==> config.mk <==
export PLATFORM = sky130hd
export DESIGN_NAME = pipeline_stage_ctrl
export DESIGN_NICKNAME = d
export VERILOG_FILES = /design/src/rtl/pipeline_stage_ctrl_pkg.sv /design/src/rtl/pipeline_stage_ctrl_stage_data_reg.sv /design/src/rtl/pipeline_stage_ctrl.sv
export SDC_FILE = /design/constraint.sdc
export NUM_CORES = 1
export LEC_CHECK = 0
export CORE_ASPECT_RATIO = 0.75
export CORE_UTILIZATION = 35
export CTS_CLUSTER_DIAMETER = 50
export DETAILED_ROUTE_END_ITERATION = 8
export GPL_TIMING_DRIVEN = 0
export PLACE_DENSITY = 0.57
export SYNTH_ARGS = -nofsm -noshare
export SYNTH_HDL_FRONTEND = slang
export SYNTH_SLANG_ARGS = --single-unit
==> constraint.sdc <==
create_clock -name clk -period 3.38 [get_ports clk]
set_clock_uncertainty 0.2 [all_clocks]
set_input_delay 0.676 -clock clk [delete_from_list [all_inputs] [get_ports clk]]
set_output_delay 0.676 -clock clk [all_outputs]
set_load 0.005 [all_outputs]
==> src/rtl/pipeline_stage_ctrl_pkg.sv <==
// rtl/pipeline_stage_ctrl_pkg.sv - shared state encoding for valid/ready stage controllers
package pipeline_stage_ctrl_pkg;

  localparam int STATE_W = 2;

  typedef logic [STATE_W-1:0] stage_state_t;

  localparam stage_state_t ST_EMPTY   = 2'b00;
  localparam stage_state_t ST_BUSY    = 2'b01;
  localparam stage_state_t ST_FULL    = 2'b10;
  localparam stage_state_t ST_ILLEGAL = 2'b11;

  // The illegal encoding reports zero held beats while it recovers.
  function automatic logic [1:0] state_occupancy(input stage_state_t s);
    case (s)
      ST_BUSY: state_occupancy = 2'd1;
      ST_FULL: state_occupancy = 2'd2;
      default: state_occupancy = 2'd0;
    endcase
  endfunction

endpackage

==> src/rtl/pipeline_stage_ctrl_stage_data_reg.sv <==
// rtl/pipeline_stage_ctrl_stage_data_reg.sv - payload register with load enable and synchronous clear
module stage_data_reg #(
  parameter int N = 32
) (
  input  logic         clk,
  input  logic         reset,
  input  logic         clr_i,
  input  logic         load_i,
  input  logic [N-1:0] d_i,
  output logic [N-1:0] q_o
);

  logic [N-1:0] data_q;

  // Clear wins over load so a squash drops a beat arriving in the same cycle.
  always_ff @(posedge clk or posedge reset) begin
    if (reset) begin
      data_q <= '0;
    end else if (clr_i) begin
      data_q <= '0;
    end else if (load_i) begin
      data_q <= d_i;
    end
  end

  assign q_o = data_q;

endmodule

==> src/rtl/pipeline_stage_ctrl.sv <==
// rtl/pipeline_stage_ctrl.sv - valid/ready stage controller with 2-entry skid buffer and stall counter
module pipeline_stage_ctrl
  import pipeline_stage_ctrl_pkg::*;
#(
  parameter int N  = 32,
  parameter int CW = 8
) (
  input  logic          clk,
  input  logic          reset,
  input  logic          in_valid,
  output logic          in_ready,
  input  logic [N-1:0]  in_data,
  output logic          out_valid,
  input  logic          out_ready,
  output logic [N-1:0]  out_data,
  input  logic          flush,
  input  logic          clear_stats,
  output logic [1:0]    occupancy,
  output logic [CW-1:0] stall_count
);

  stage_state_t  state_q, state_d;
  logic [CW-1:0] stall_q, stall_d;
  logic [N-1:0]  main_q, skid_q, main_d;
  logic          main_ld, skid_ld, main_from_skid;
  logic          acc, pop;

  // Outputs depend on registered state only.
  assign out_valid   = (state_q == ST_BUSY) || (state_q == ST_FULL);
  assign in_ready    = (state_q == ST_EMPTY) || (state_q == ST_BUSY);
  assign occupancy   = state_occupancy(state_q);
  assign out_data    = main_q;
  assign stall_count = stall_q;

  assign acc = in_valid & in_ready;
  assign pop = out_valid & out_ready;

  always_ff @(posedge clk or posedge reset) begin
    if (reset) begin
      state_q <= ST_EMPTY;
      stall_q <= '0;
    end else begin
      state_q <= state_d;
      stall_q <= stall_d;
    end
  end

  always_comb begin
    state_d        = state_q;
    main_ld        = 1'b0;
    skid_ld        = 1'b0;
    main_from_skid = 1'b0;
    if (flush) begin
      state_d = ST_EMPTY;
    end else begin
      case (state_q)
        ST_EMPTY: begin
          if (acc) begin
            state_d = ST_BUSY;
            main_ld = 1'b1;
          end
        end
        ST_BUSY: begin
          if (acc && pop) begin
            main_ld = 1'b1;
          end else if (acc) begin
            state_d = ST_FULL;
            skid_ld = 1'b1;
          end else if (pop) begin
            state_d = ST_EMPTY;
          end
        end
        ST_FULL: begin
          if (pop) begin
            state_d        = ST_BUSY;
            main_ld        = 1'b1;
            main_from_skid = 1'b1;
          end
        end
        default: state_d = ST_EMPTY;
      endcase
    end
  end

  assign main_d = main_from_skid ? skid_q : in_data;

  // Saturating stall statistic; flush leaves it alone.
  always_comb begin
    stall_d = stall_q;
    if (clear_stats) begin
      stall_d = '0;
    end else if (out_valid && !out_ready && (stall_q != {CW{1'b1}})) begin
      stall_d = stall_q + 1'b1;
    end
  end

  stage_data_reg #(.N(N)) u_main_reg (
    .clk    (clk),
    .reset  (reset),
    .clr_i  (flush),
    .load_i (main_ld),
    .d_i    (main_d),
    .q_o    (main_q)
  );

  stage_data_reg #(.N(N)) u_skid_reg (
    .clk    (clk),
    .reset  (reset),
    .clr_i  (flush),
    .load_i (skid_ld),
    .d_i    (in_data),
    .q_o    (skid_q)
  );

endmodule
==> reports/results.md <==
* 10.5 sq um — Post-Syn Area per Cell
* 0 — final antenna-violating net count
* 2.25 nW — static leakage power
* 0.750 ns — Place WS
* 0 — Final Slew Violations
* 0.46 ns — largest stage delay on the critical path
* sky130_fd_sc_hd__clkdlybuf4s50_1 — most common cell after layout, fill and taps aside
* 0.33 ns — later-pin clock latency in the skew report
* 0.337 — portion of total power attributed to combinational logic
* 0.000340 V — peak ir drop on the vdd network
* 2 — buffers from clock root to sink, at most
* 2.29 mW — Int Power
* 0.808 ns — Slew @ Worst Pin
* 0.614 ns — setup slack after layout
* 2.50 ns — Worst EP required
* 0 — count of flip-flops with a built-in enable after synthesis
* 1.01 mW — switching pwr
* 0.306 — Switching Fraction
* 35.8% — area added between synthesis and finish
* 2760 — via count of the first global-routing pass
* 9890 sq um — standard cell core area
* 90.5 um — die height
* 74 — Clock Sink Count
* 0 — number of antenna violations at the first check in global routing
* 0.697 — weighted congestion reported at the end of routability-driven placement
* sky130_fd_sc_hd__dfrtp_1, sky130_fd_sc_hd__a211oi_2, sky130_fd_sc_hd__mux2i_1 — top cells by area, synth
* 0.185 — Compound-Gate Fraction of Synth Area
* 665 nW/um^2 — power density of the placed cells
* 0 — number of warnings reported in the yosys synthesis log
* 0.0240 — share of synthesized cell area in full adder, half adder and majority cells
* 36 — post-synthesis cell type count
* 576 — Layout Cells excl Fill
* 0 — number of setup violations in the final report
* 14.4 mm — first-pass GRT wire length
* 0.818 — Final Cycle Share
* 80 — number of buffers added on ports
* reg -> reg — kind of path behind the tightest hold check
* 0.312 — clock share of power
* 0.142 — fraction of final layout cells with drive strength greater than 1
* 2817 — routed via count
* 0 ns — Sum Neg Setup Slack
* 0.369 — starting utilization of the core area
* 4 — first-pass iteration count of the detailed router
* 348 — count of mapped cells out of synthesis
* 31 — number of core rows
* 4.89 — number of vias per cell
* 120 um — horizontal extent of the die
* completed — status
* 3650 sq um — Post-Syn Area
* 561 — placed cells
* 89 — First DRT Iteration DRCs
* 5 — peak fanout along the critical path
* 3 — Max H-tree Level
* 5.97 mm — HPWL after detailed placement
* 8.87 mm — Routed Wire Length
* 9 — cts bufs inserted
* 0.507 — Yosys top cell area share
* output port — crit end category
* 0.06 ns — clock-pin slew on the worst setup and hold paths
* built — TritonCTS clock tree
* 82 — I/O pins
* inv_1 -> ha_1 -> or2_2 -> clkdlybuf4s50_1 — cell breakdown of the critical path
* 0.462 — Slew Limit Headroom
* 15.4 um — detail-routed net length per standard cell
* 2.77 ns — shortest period the worst path allows
* 0 — post-CTS resize count
* flip-flop — Worst setup SP type
* 0.138 — simple-gate area share of the yosys netlist
* reg -> out — worst setup path class
* 0 — sum of overflow across all layers after global routing
* 0 — Maximum Capacitance Violations
* 0.00960 — xor and xnor fraction of the mapped netlist area
* 485 — Layout Nets
* 42 — largest net degree at the start of global routing
* 0 — post-CTS setup repair buffer count
* 0.501 — final cell utilization of the core
* sky130_fd_sc_hd__dfrtp_1 — post-synthesis cell type with the largest combined area
* 0.351 — power share of the sequential group
* false — setup repair after global routing missed its margin
* 10800 sq um — Die Area
* compound AO/OA/AOI/OAI gates — largest family of logic cells by synthesized area
* 0 — count of unresolved DRC violations after routing
* sky130_fd_sc_hd__dfrtp_1 — predominant post-synthesis flop cell
* 0 — CTS hold repair buffers
* sky130_fd_sc_hd__clkdlybuf4s50_1 — slowest library cell on the worst path
* 74 — total of flip-flops plus latches after synthesis
* 0.507 — sequential element share of the synthesized area
* 0.173 — GRT Util Overall
* 1.89 ns — data arrival time of the critical path
* sky130_fd_sc_hd__clkdlybuf4s50_1, sky130_fd_sc_hd__dfrtp_1, sky130_fd_sc_hd__nand2_1 — top library cells by usage in the layout, fill and taps aside
* 0 — Ant. Diodes
* sky130_fd_sc_hd__clkbuf_16 — clock tree root driver cell
* 393 — Net Count, Synth
* 362 MHz — top achievable clock speed
* 1.00 — proportion of synthesized flip-flops having asynchronous set or reset
* 0.0963 — multiplexer fraction of the synthesized cell area
* 0 — Fin. Hold Viols
[logic make-up (layout without fill, tap and decap cells)]
kind of cell / after synthesis / count (layout)
and+or+nand+nor: 122 / 122
buffers and inverters: 27 / 123
DFF: 74 / 74
muxes: 35 / 35
AOI/OAI and AO/OA: 79 / 79
xor gates and xnor gates: 4 / 4
adders and majority gates: 7 / 7
[sequential cells by signal, summed over array words and instances, names as in the netlist]
signal / flops
u_skid_reg.q_o: 32
state_q: 2
stall_count: 8
u_main_reg.q_o: 32
[worst max-delay path: cells and delay by family, from the launching register on]
kind                     cells  cell delay, ns
buffers and inverters        2            0.58
flip-flops                   1            0.43
adder cells (fa/ha/maj)      1            0.27
AND/OR/NAND/NOR              1            0.29
[path summary, 6_finish.rpt]
check | from | to | slack (ns) | depth (start not counted)
hold / removal | u_skid_reg.q_o[10] | u_skid_reg.q_o[10] | 0.32 | 2
hold reg to reg | u_skid_reg.q_o[10] | u_skid_reg.q_o[10] | 0.32 | 2
setup reg to reg | state_q[0] | state_q[0] | 1.09 | 6
setup / recovery | state_q[0] | in_ready | 0.61 | 4
min in group asynchronous | reset | u_main_reg.q_o[17] | 0.52 | 2
max in group asynchronous | reset | stall_count[7] | 1.89 | 3
[power groups by stage]
stage | Clock, mW | Sequential [mW] | Combinational, mW
finish | 1.03 | 1.16 | 1.11
global route | 1.08 | 1.18 | 1.22
CTS | 1.05 | 1.16 | 1.12
detailed placement | 0 | 1.17 | 1.12
global placement | 0 | 1.17 | 1.11
floorplan | 0 | 1.16 | 0.637
[stage by stage]
step           hold slack [ns]  total power [mW]  area, sq um
2_1_floorplan            0.301              1.80         3650
3_3_place_gp             0.308              2.28         4620
3_5_place_dp             0.315              2.29         4640
4_1_cts                  0.322              3.33         4960
5_1_grt                  0.336              3.49         4960
6_report                 0.319              3.30         4960
[final cells by class]
type / instances / area [sq um]
Buffer: 23 / 131
Clock inverter: 2 / 60.1
Sequential cell: 74 / 1850
Inverter: 4 / 17.5
Tap cell: 132 / 165
Clock buffer: 13 / 260
Multi-Input combinational cell: 247 / 1650
Fill cell: 916 / 4930
Timing Repair Buffer: 81 / 821
[Yosys cell counts (4+ instances only)]
| master | number |
|---|---|
| sky130_fd_sc_hd__a211oi_2 | 28 |
| sky130_fd_sc_hd__a211oi_1 | 6 |
| sky130_fd_sc_hd__clkbuf_1 | 7 |
| sky130_fd_sc_hd__dfrtp_1 | 74 |
| sky130_fd_sc_hd__xor2_1 | 4 |
| sky130_fd_sc_hd__nor2_1 | 40 |
| sky130_fd_sc_hd__inv_1 | 4 |
| sky130_fd_sc_hd__a21oi_1 | 33 |
| sky130_fd_sc_hd__nand2_1 | 66 |
| sky130_fd_sc_hd__buf_2 | 9 |
| sky130_fd_sc_hd__ha_1 | 7 |
| sky130_fd_sc_hd__mux2i_1 | 34 |
[routing by layer]
| metal | up-vias | share of wire | GRT usage |
|---|---|---|---|
| li1 | 1397 | - | - |
| met5 | - | 0 | 0 |
| met2 | 76 | 0.42 | 0.241 |
| met3 | 7 | 0.051 | 0.0455 |
| met1 | 1337 | 0.52 | 0.256 |
| met4 | 0 | 0.0074 | 0.0594 |
Power figures use the tool's default switching activity.
